[src/rtl/encout_elc_pkg.sv]
// Shared types and parameter limits for the multi-channel ELC input synchroniser.
package encout_elc_pkg;

  typedef enum logic [1:0] {
    ESEL_OFF  = 2'b00,
    ESEL_RISE = 2'b01,
    ESEL_FALL = 2'b10,
    ESEL_BOTH = 2'b11
  } edge_sel_e;

  typedef enum logic {
    PRIME = 1'b0,
    RUN   = 1'b1
  } prime_state_e;

  localparam int NCH_MIN   = 1;
  localparam int NCH_MAX   = 16;
  localparam int SYNC_MIN  = 2;
  localparam int SYNC_MAX  = 4;
  localparam int CNT_W_MIN = 1;
  localparam int CNT_W_MAX = 16;
  localparam int FILT_MIN  = 2;
  localparam int FILT_MAX  = 15;

endpackage

[src/rtl/encout_elc_ch.sv]
// One ELC channel: sync chain, optional glitch filter (ENCOUT_ELC_IN_FILT_EN),
// edge history, registered pulse and saturating event counter with sticky overflow.
module encout_elc_ch
  import encout_elc_pkg::*;
#(
  parameter int SYNC_STAGES = 3,
  parameter int CNT_W       = 8,
  parameter int FILT_LEN    = 4
) (
  input  logic             w_elc_in_act_clk,
  input  logic             w_elc_in_act_resetn,
  input  logic             elc_in_i,
  input  logic             run_i,
  input  logic             en_i,
  input  logic [1:0]       sel_i,
  input  logic             cnt_clr_i,
  input  logic             ovf_clr_i,
  output logic             pulse_o,
  output logic [CNT_W-1:0] cnt_o,
  output logic             ovf_o
);

  if (SYNC_STAGES < SYNC_MIN || SYNC_STAGES > SYNC_MAX ||
      CNT_W < CNT_W_MIN || CNT_W > CNT_W_MAX ||
      FILT_LEN < FILT_MIN || FILT_LEN > FILT_MAX) begin : g_param_err
    $error("encout_elc_ch: parameter out of range");
  end

  logic [SYNC_STAGES-1:0] sync_q;
  logic                   s, f, hist_d, h_q;
  logic                   pulse_d, pulse_q;
  logic [CNT_W-1:0]       cnt_d, cnt_q;
  logic                   ovf_d, ovf_q;
  logic                   rise_en, fall_en;
  edge_sel_e              sel_e;

  always_ff @(posedge w_elc_in_act_clk or negedge w_elc_in_act_resetn) begin
    if (!w_elc_in_act_resetn) sync_q <= '0;
    else                      sync_q <= {sync_q[SYNC_STAGES-2:0], elc_in_i};
  end

  assign s = sync_q[SYNC_STAGES-1];

`ifdef ENCOUT_ELC_IN_FILT_EN
  logic       f_q;
  logic [3:0] fcnt_q;

  always_ff @(posedge w_elc_in_act_clk or negedge w_elc_in_act_resetn) begin
    if (!w_elc_in_act_resetn) begin
      f_q    <= 1'b0;
      fcnt_q <= '0;
    end else if (!run_i) begin
      f_q    <= s;
      fcnt_q <= '0;
    end else if (s == f_q) begin
      fcnt_q <= '0;
    end else if (fcnt_q == 4'(FILT_LEN - 1)) begin
      f_q    <= s;
      fcnt_q <= '0;
    end else begin
      fcnt_q <= fcnt_q + 4'd1;
    end
  end

  assign f = f_q;
  // While priming, history follows s together with f so RUN starts with h == f.
  assign hist_d = run_i ? f_q : s;
`else
  assign f      = s;
  assign hist_d = s;
`endif

  always_ff @(posedge w_elc_in_act_clk or negedge w_elc_in_act_resetn) begin
    if (!w_elc_in_act_resetn) h_q <= 1'b0;
    else                      h_q <= hist_d;
  end

  assign sel_e   = edge_sel_e'(sel_i);
  assign rise_en = (sel_e == ESEL_RISE) || (sel_e == ESEL_BOTH);
  assign fall_en = (sel_e == ESEL_FALL) || (sel_e == ESEL_BOTH);
  assign pulse_d = run_i & en_i & ((rise_en & f & ~h_q) | (fall_en & ~f & h_q));

  always_comb begin
    cnt_d = cnt_q;
    ovf_d = ovf_q & ~ovf_clr_i;
    if (cnt_clr_i) begin
      cnt_d = CNT_W'(pulse_d);
    end else if (pulse_d) begin
      if (cnt_q == '1) ovf_d = 1'b1;
      else             cnt_d = cnt_q + CNT_W'(1);
    end
  end

  always_ff @(posedge w_elc_in_act_clk or negedge w_elc_in_act_resetn) begin
    if (!w_elc_in_act_resetn) begin
      pulse_q <= 1'b0;
      cnt_q   <= '0;
      ovf_q   <= 1'b0;
    end else begin
      pulse_q <= pulse_d;
      cnt_q   <= cnt_d;
      ovf_q   <= ovf_d;
    end
  end

  assign pulse_o = pulse_q;
  assign cnt_o   = cnt_q;
  assign ovf_o   = ovf_q;

endmodule

[src/rtl/encout_elc_in_sync_mc.sv]
// Multi-channel ELC input synchroniser: shared priming FSM plus NCH channel instances.
// Optional glitch filter enabled by defining ENCOUT_ELC_IN_FILT_EN.
module encout_elc_in_sync_mc
  import encout_elc_pkg::*;
#(
  parameter int NCH         = 4,
  parameter int SYNC_STAGES = 3,
  parameter int CNT_W       = 8,
  parameter int FILT_LEN    = 4
) (
  input  logic                 w_elc_in_act_clk,
  input  logic                 w_elc_in_act_resetn,
  input  logic [NCH-1:0]       i_elc_in,
  input  logic                 i_en,
  input  logic [2*NCH-1:0]     i_edge_sel,
  input  logic [NCH-1:0]       i_cnt_clr,
  input  logic [NCH-1:0]       i_ovf_clr,
  output logic [NCH-1:0]       o_elc_in_sync,
  output logic [NCH*CNT_W-1:0] o_evt_cnt,
  output logic [NCH-1:0]       o_ovf,
  output logic                 o_ready
);

  if (NCH < NCH_MIN || NCH > NCH_MAX) begin : g_param_err
    $error("encout_elc_in_sync_mc: NCH out of range");
  end

  localparam logic [0:0] ST_PRIME = PRIME;
  localparam logic [0:0] ST_RUN   = RUN;

  logic [0:0] state_q, state_d;
  logic [2:0] prime_cnt_q, prime_cnt_d;
  logic       run;

  // PRIME lasts SYNC_STAGES+1 cycles so the chains and history hold real input values.
  always_comb begin
    state_d     = state_q;
    prime_cnt_d = prime_cnt_q;
    if (state_q == ST_PRIME) begin
      if (prime_cnt_q == 3'(SYNC_STAGES)) begin
        state_d     = ST_RUN;
        prime_cnt_d = '0;
      end else begin
        prime_cnt_d = prime_cnt_q + 3'd1;
      end
    end
  end

  always_ff @(posedge w_elc_in_act_clk or negedge w_elc_in_act_resetn) begin
    if (!w_elc_in_act_resetn) begin
      state_q     <= ST_PRIME;
      prime_cnt_q <= '0;
    end else begin
      state_q     <= state_d;
      prime_cnt_q <= prime_cnt_d;
    end
  end

  assign run     = (state_q == ST_RUN);
  assign o_ready = run;

  for (genvar ch = 0; ch < NCH; ch++) begin : g_ch
    encout_elc_ch #(
      .SYNC_STAGES(SYNC_STAGES),
      .CNT_W      (CNT_W),
      .FILT_LEN   (FILT_LEN)
    ) u_ch (
      .w_elc_in_act_clk   (w_elc_in_act_clk),
      .w_elc_in_act_resetn(w_elc_in_act_resetn),
      .elc_in_i           (i_elc_in[ch]),
      .run_i              (run),
      .en_i               (i_en),
      .sel_i              (i_edge_sel[ch*2 +: 2]),
      .cnt_clr_i          (i_cnt_clr[ch]),
      .ovf_clr_i          (i_ovf_clr[ch]),
      .pulse_o            (o_elc_in_sync[ch]),
      .cnt_o              (o_evt_cnt[ch*CNT_W +: CNT_W]),
      .ovf_o              (o_ovf[ch])
    );
  end

endmodule

[config.mk]
export PLATFORM = sky130hd
export DESIGN_NAME = encout_elc_in_sync_mc
export DESIGN_NICKNAME = d
export VERILOG_FILES = /design/src/rtl/encout_elc_pkg.sv /design/src/rtl/encout_elc_ch.sv /design/src/rtl/encout_elc_in_sync_mc.sv
export SDC_FILE = /design/constraint.sdc
export NUM_CORES = 1
export LEC_CHECK = 0
export CORE_MARGIN = 1
export CORE_UTILIZATION = 45
export CTS_CLUSTER_SIZE = 25
export DETAILED_ROUTE_END_ITERATION = 16
export PLACE_DENSITY_LB_ADDON = 0.25
export SETUP_SLACK_MARGIN = 0.2
export SYNTH_ARGS = -nofsm -noshare
export SYNTH_HDL_FRONTEND = slang
export SYNTH_SLANG_ARGS = --single-unit
[constraint.sdc]
create_clock -name w_elc_in_act_clk -period 1.65 [get_ports w_elc_in_act_clk]
set_input_delay 0.165 -clock w_elc_in_act_clk [delete_from_list [all_inputs] [get_ports w_elc_in_act_clk]]
set_output_delay 0.165 -clock w_elc_in_act_clk [all_outputs]
set_load 0.005 [all_outputs]
==> results_dict.tcl, run 1 <==
set metrics [dict create \
    status "finished clean" \
    routed.top_layer "met4" \
    main_flop_type_after_synthesis "sky130_fd_sc_hd__dfrtp_1" \
    first_global_vias 2516 \
    post-route-period-util 0.971 \
    antenna_cells 0 \
    fin_total_pwr_mw 3.25 \
    final_period_minus_worst_setup_slack_ns 1.60 \
    worst_hold_path.endpoint "g_ch[0].u_ch.sync_q[0]" \
    initial_core_utilization 0.472 \
    cpPeakStageDelay_ns 0.40 \
    rsz_0062_raised_after_global_routing "true" \
    gate_count_of_the_mapped_netlist 264 \
    path_type_of_the_worst_setup_path "reg -> reg" \
    fp.dieH_um 81.0 \
    syn_area_per_cell_um2 10.6 \
    fin_area_um2 4860 \
    total_negative_setup_slacks_ns 0 \
    synth_cell_type_count 47 \
    utilization 0.816 \
    worst-r2r-cell-count 5 \
    synth-edff-count 0 \
    critical_path_peak_fanout 3 \
    drive_gt1_frac 0.436 \
    final_cell_mix "sky130_fd_sc_hd__buf_4 (50), sky130_fd_sc_hd__dfrtp_1 (48), sky130_fd_sc_hd__clkdlybuf4s50_1 (34)" \
    cell_chain_of_the_critical_path "buf_6 -> nand4_1 -> a211o_1 -> or3_4 -> a21oi_2" \
    ir_worst_vdd_mv 0.605 \
    remaining_drc_errors 0 \
    p_int_mw 2.40 \
    drt_wl_total_um 8380 \
    die_area_um2 6560 \
    met3_wirelength_um 326 \
    power.switching_mw 0.856 \
    placed_cell_area_um2 3710 \
    rr_endpoint "g_ch[0].u_ch.cnt_o[3]" \
    syn_to_final_growth_pct 73.1 \
    finalSetupViolations 0 \
    timing.clock.skew_ns 0.00811 \
    fp.coreArea_um2 5960 \
    fin_hold_ws_ns 0.241 \
    syn_nets 292 \
    startpoint_type "flop" \
    worst_hold_path.num_cells 1 \
    power.share.combinational 0.110 \
    clk_root_buffer_cell "sky130_fd_sc_hd__clkbuf_8" \
    grt_overflow 0 \
    clk_transition_reported_paths_ns 0.08 \
    ff2ff_setup_slack_ns 0.05 \
    placement_rows 28 \
    avgRoutedWirePerCell_um 17.5 \
    tritoncts_num_sinks 60 \
    clock.fmax_mhz 624 \
    number_of_hold_violations_in_the_final_report 0 \
    place.port_buffers 63 \
    hp-class "in -> reg" \
    max_capacitance_violation_count 0 \
    dr.first_iter.drc_count 105 \
    yosysWarningCount 0 \
    swShare 0.263 \
    crit-reg2reg-launch "g_ch[0].u_ch.cnt_o[0]" \
    tritoncts.num_buffers 9 \
    arrival_ns 1.88 \
    clock_tree_from_tritoncts "yes" \
    num-fill-cells 339 \
    timing.critical_path.required_ns 1.93 \
    io_pins 64 \
    dp_hpwl_um 4330 \
    routed-wl-met2_um 4230 \
    worstHoldStart "i_elc_in[0]" \
    power_frac_seq 0.471 \
    crit_path_top_delay_cell "sky130_fd_sc_hd__dfrtp_2" \
    sequential_area_share_after_synthesis 0.535 \
    cts_max_path_buffers 2 \
    grt_first_pass_wirelength_um 11900 \
    synth-async-reset-ratio 1.00 \
    grt_start_max_net_pins 61 \
    total_power_per_unit_cell_area_nw_per_um2 669 \
    final_worst_setup_slack_ns 0.0475 \
    clk-insertion-delay-late_ns 0.35 \
    gp_congestion 0.842 \
    routed_metal_1_wirelength_um 3670 \
    global_route.usage.total 0.243 \
    final_common_cell "sky130_fd_sc_hd__buf_4" \
    syn-cell-area_um2 2810 \
    synth.ff_latch_count 60 \
    instances_no_fill 479 \
    route.detailed.vias_per_inst 5.63 \
    place_inst 412 \
    slew_viol_final 0 \
    vias 2696 \
    leakagePower_nw 2.25 \
    timing_worst_slew_pin_value_ns 0.572 \
    floorplan.die.width_um 81.0 \
    drt_pass1_iterations 4 \
    endpoint_kind "flop" \
    ant_nets 0 \
    cts.htree.levels 3 \
    layout.nets 427 \
    power.clock.fraction 0.419 \
    timing.slew.headroom 0.618 \
    antenna_found_initial 0 \
    preCtsSetupSlack_ns -0.227 \
]
[synthesized netlist by cell type (all sizes together) (2+ instances only)]
cell type / instances / share of area
dfrtp: 60 / 0.53
nor2: 12 / 0.016
nand3: 17 / 0.030
a2111oi: 4 / 0.015
a21oi: 18 / 0.033
nand3b: 9 / 0.024
a211oi: 8 / 0.021
o311ai: 2 / 0.0062
and3: 5 / 0.011
inv: 15 / 0.020
or3: 2 / 0.0045
ha: 5 / 0.022
o41ai: 2 / 0.0062
a41oi: 2 / 0.0062
o21ai: 8 / 0.014
or2: 2 / 0.0045
o31ai: 4 / 0.011
and4: 4 / 0.012
a31oi: 2 / 0.0045
nor2b: 9 / 0.020
and2: 3 / 0.0067
nand4: 5 / 0.011
a21o: 3 / 0.0080
o32ai: 5 / 0.016
or4: 4 / 0.011
nand2: 12 / 0.019
mux2: 5 / 0.020
buf: 9 / 0.025
clkbuf: 6 / 0.0080
nand2b: 3 / 0.0067
a211o: 2 / 0.0062
a311oi: 2 / 0.0062
nor3: 5 / 0.0089
[power groups by stage]
stage               Sequential (mW)  Clock [mW]  Combinational, mW
detailed placement             1.56           0              0.249
global placement               1.56           0              0.244
global route                   1.54        1.43              0.386
floorplan                      1.56           0             0.0860
finish                         1.53        1.36              0.357
CTS                            1.53        1.36              0.299
[state kept, by name (all words and copies together) (netlist names)]
name / count
g_ch.u_ch.sync_q: 12
g_ch.u_ch.pulse_o: 4
g_ch.u_ch.ovf_o: 4
g_ch.u_ch.cnt_o: 32
o_ready: 1
prime_cnt_q: 3
g_ch.u_ch.h_q: 4
[how the worst max path moves through the flow]
stage | cells after the start | to | slack (ns) | startpoint
after floorplan | 5 | g_ch[3].u_ch.cnt_o[5] | 0.16 | g_ch[3].u_ch.cnt_o[1]
after global placement | 5 | g_ch[2].u_ch.cnt_o[7] | -0.13 | i_en
after detailed placement | 6 | g_ch[2].u_ch.cnt_o[4] | -0.23 | i_en
after CTS | 5 | g_ch[0].u_ch.cnt_o[6] | 0.1 | g_ch[0].u_ch.cnt_o[0]
after global routing | 5 | g_ch[0].u_ch.cnt_o[3] | -0.02 | g_ch[0].u_ch.cnt_o[0]
final | 5 | g_ch[0].u_ch.cnt_o[3] | 0.05 | g_ch[0].u_ch.cnt_o[0]
[critical path: cells and delay by family, from the launching register on]
kind | cells | cell delay, ns
simple gates | 2 | 0.56
flops | 1 | 0.40
compound gates | 2 | 0.46
buf+inv | 1 | 0.11
[kinds of logic (layout without fill, tap and decap cells)]
kind of cell	count (synthesis)	after routing	synth area share
AOI/OAI and AO/OA	67	67	0.168
DFF	60	60	0.535
buffers and inverters	30	170	0.0535
and+or+nand+nor	96	96	0.198
muxes	6	6	0.0236
adders and majority gates	5	5	0.0223
[routing by layer]
layer | global-route usage | up-vias
li1 | - | 1259
met1 | 0.303 | 1342
met2 | 0.403 | 78
met3 | 0.0449 | 17
met4 | 0.120 | 0
met5 | 0 | -
[area by class of cell]
cell class                      count  area (um^2)  share of cell area
Clock inverter                      7         76.3              0.0157
Tap cell                           75         93.8              0.0193
Timing Repair Buffer              139         1320               0.272
Sequential cell                    60         1520               0.312
Multi-Input combinational cell    174         1660               0.342
Clock buffer                        9          124              0.0255
Inverter                           15         63.8              0.0131
[timing repair]
action | in CTS | in global routing
pin swaps | 20 | 34
buffers inserted | 37 | 13
hold buffers | 1 | 0
setup endpoints to repair | 60 | 48
resized for setup | 61 | 89
hold endpoints to repair | 60 | 0
(Power assumes the default switching activity.)
==> run 2, diff against run 1 <==
--- a/config.mk
+++ b/config.mk
@@ -6,9 +6,10 @@
 export NUM_CORES = 1
 export LEC_CHECK = 0
 export CORE_MARGIN = 1
-export CORE_UTILIZATION = 45
+export CORE_UTILIZATION = 51
 export CTS_CLUSTER_SIZE = 25
 export DETAILED_ROUTE_END_ITERATION = 16
+export DONT_BUFFER_PORTS = 1
 export PLACE_DENSITY_LB_ADDON = 0.25
 export SETUP_SLACK_MARGIN = 0.2
 export SYNTH_ARGS = -nofsm -noshare
==> results_dict.tcl, run 2 (synthesized netlist as in run 1, its figures left out) <==
set metrics [dict create \
    status "finished, violations left" \
    violations_in_the_final_reports "negative hold slack" \
    global_route.usage.total 0.229 \
    arrival_ns 1.81 \
    clock.fmax_mhz 627 \
    timing.critical_path.required_ns 1.87 \
    largest_reg_flops 32 \
    grt_overflow 0 \
    vias 2330 \
    drive_gt1_frac 0.375 \
    avgRoutedWirePerCell_um 17.8 \
    power.share.combinational 0.069 \
    placement_rows 26 \
    number_of_hold_violations_in_the_final_report 68 \
    clk_transition_reported_paths_ns 0.06 \
    cts-hold-fix-buffers 11 \
    dr.first_iter.drc_count 138 \
    clk_root_buffer_cell "sky130_fd_sc_hd__clkbuf_8" \
    slew_viol_final 0 \
    tritoncts_num_sinks 60 \
    combined_area_of_the_multi_input_logic_cells_um2 1520 \
    final_cell_mix "sky130_fd_sc_hd__dfrtp_1 (52), sky130_fd_sc_hd__buf_4 (37), sky130_fd_sc_hd__a21oi_1 (14), sky130_fd_sc_hd__nand3_1 (14), sky130_fd_sc_hd__inv_1 (13)" \
    power.switching_mw 0.674 \
    crit-reg2reg-launch "g_ch[0].u_ch.sync_q[2]" \
    path_type_of_the_worst_setup_path "reg -> reg" \
    swShare 0.235 \
    remaining_drc_errors 0 \
    drt_pass1_iterations 4 \
    hp-class "in -> async" \
    place.port_buffers 0 \
    io_pins 64 \
    final_common_cell "sky130_fd_sc_hd__dfrtp_1" \
    initial_core_utilization 0.540 \
    cts.htree.levels 3 \
    syn_to_final_growth_pct 36.1 \
    rr_endpoint "g_ch[0].u_ch.cnt_o[5]" \
    drt_wl_total_um 6950 \
    preCtsSetupSlack_ns 0.0498 \
    die_area_um2 5810 \
    gp_congestion 0.783 \
    first_global_vias 2213 \
    num-fill-cells 371 \
    p_int_mw 2.19 \
    ant_nets 0 \
    finalSetupViolations 0 \
    grt_first_pass_wirelength_um 10500 \
    total_negative_setup_slacks_ns 0 \
    sequential_cell_area_um2 1510 \
    max_capacitance_violation_count 0 \
    startpoint_type "flop" \
    timing.clock.skew_ns 0.00575 \
    route.detailed.vias_per_inst 5.97 \
    timing_worst_slew_pin_value_ns 0.355 \
    leakagePower_nw 1.56 \
    final_worst_setup_slack_ns 0.0539 \
    fin_hold_ws_ns -0.475 \
    antenna_found_initial 0 \
    total_power_per_unit_cell_area_nw_per_um2 750 \
    power.clock.fraction 0.395 \
    fp.dieH_um 76.2 \
    endpoint_kind "flop" \
    ff2ff_setup_slack_ns 0.05 \
    antenna_cells 0 \
    layout.nets 343 \
    fp.coreArea_um2 5200 \
    clock_tree_from_tritoncts "yes" \
    tritoncts.num_buffers 9 \
    cts_max_path_buffers 2 \
    dp_hpwl_um 3850 \
    rsz_0062_raised_after_global_routing "true" \
    post-route-period-util 0.967 \
    clk-insertion-delay-late_ns 0.33 \
    ir_worst_vdd_mv 0.860 \
    floorplan.die.width_um 76.2 \
    worst-r2r-cell-count 4 \
    power_frac_seq 0.537 \
    timing.slew.headroom 0.763 \
    grt_start_max_net_pins 61 \
    critical_path_peak_fanout 4 \
    final_period_minus_worst_setup_slack_ns 1.60 \
]
run 2: cell types whose count changed in the layout (fill, tap and decap cells not counted), sizes merged, moves of 2 or more:
cell and change:
inv -2, dlygate4sd3 +10, dlygate4sd2 -16, dlymetal6s2s -12
clkdlybuf4s50 -34, buf -33, clkbuf +5, clkinvlp -2
run 2: layout make-up:
cell class,count,share of cell area
multi-input combinational,175,0.398
sequential,60,0.395
timing repair buffer,54,0.124
clock buffer,14,0.0399
tap,70,0.0229
inverter,15,0.0180
clock inverter,2,0.00262
run 2: worst max-delay path by stage:
stage / cells after the start / startpoint / endpoint / slack (ns)
floorplan: 5 / g_ch[3].u_ch.cnt_o[1] / g_ch[3].u_ch.cnt_o[5] / 0.16
global placement: 4 / g_ch[0].u_ch.sync_q[2] / g_ch[0].u_ch.cnt_o[5] / 0.08
detailed placement: 4 / g_ch[2].u_ch.h_q / g_ch[2].u_ch.cnt_o[7] / 0.05
CTS: 4 / g_ch[2].u_ch.sync_q[2] / g_ch[2].u_ch.cnt_o[7] / 0.10
global route: 4 / g_ch[0].u_ch.cnt_o[2] / g_ch[0].u_ch.cnt_o[5] / 0.01
finish: 4 / g_ch[0].u_ch.sync_q[2] / g_ch[0].u_ch.cnt_o[5] / 0.05
run 2: power groups by stage:
stage / registers (mW) / clock network, mW / logic (mW)
after global routing: 1.54 / 1.23 / 0.215
after CTS: 1.54 / 1.15 / 0.156
after global placement: 1.56 / 0 / 0.0942
after floorplan: 1.56 / 0 / 0.0860
after detailed placement: 1.56 / 0 / 0.0966
final: 1.54 / 1.13 / 0.197
run 2: critical path: stages (launching register included):
cell	delay [ns]
sky130_fd_sc_hd__dfrtp_1	0.37
sky130_fd_sc_hd__nand3b_1	0.25
sky130_fd_sc_hd__a211o_1	0.39
sky130_fd_sc_hd__nor3_2	0.17
sky130_fd_sc_hd__mux2_4	0.31
run 2: through the flow:
step / cell area, um^2 / total power, mW / instances / utilization
6_report: 3820 / 2.87 / 390 / 0.735
5_1_grt: 3820 / 2.98 / 390 / 0.735
4_1_cts: 3500 / 2.85 / 377 / 0.672
3_5_place_dp: 3010 / 1.66 / 337 / 0.578
3_3_place_gp: 3010 / 1.65 / 337 / 0.578
2_1_floorplan: 2880 / 1.64 / 264 / -
run 2: layer usage:
metal	part of all wire	routed length (um)	track usage
met3	0.056	386	0.0814
met4	0.018	123	0.0923
met5	0	0	0
met1	0.40	2810	0.295
met2	0.52	3630	0.351
run 2: repair_timing:
| action | 4_1_cts | 5_1_grt |
|---|---|---|
| cloned | 0 | 1 |
| endpoints found under the hold margin | 92 | 68 |
| pin swaps | 13 | 19 |
| resized for setup | 26 | 42 |
| setup buffers | 13 | 12 |
| setup endpoints to repair | 25 | 31 |
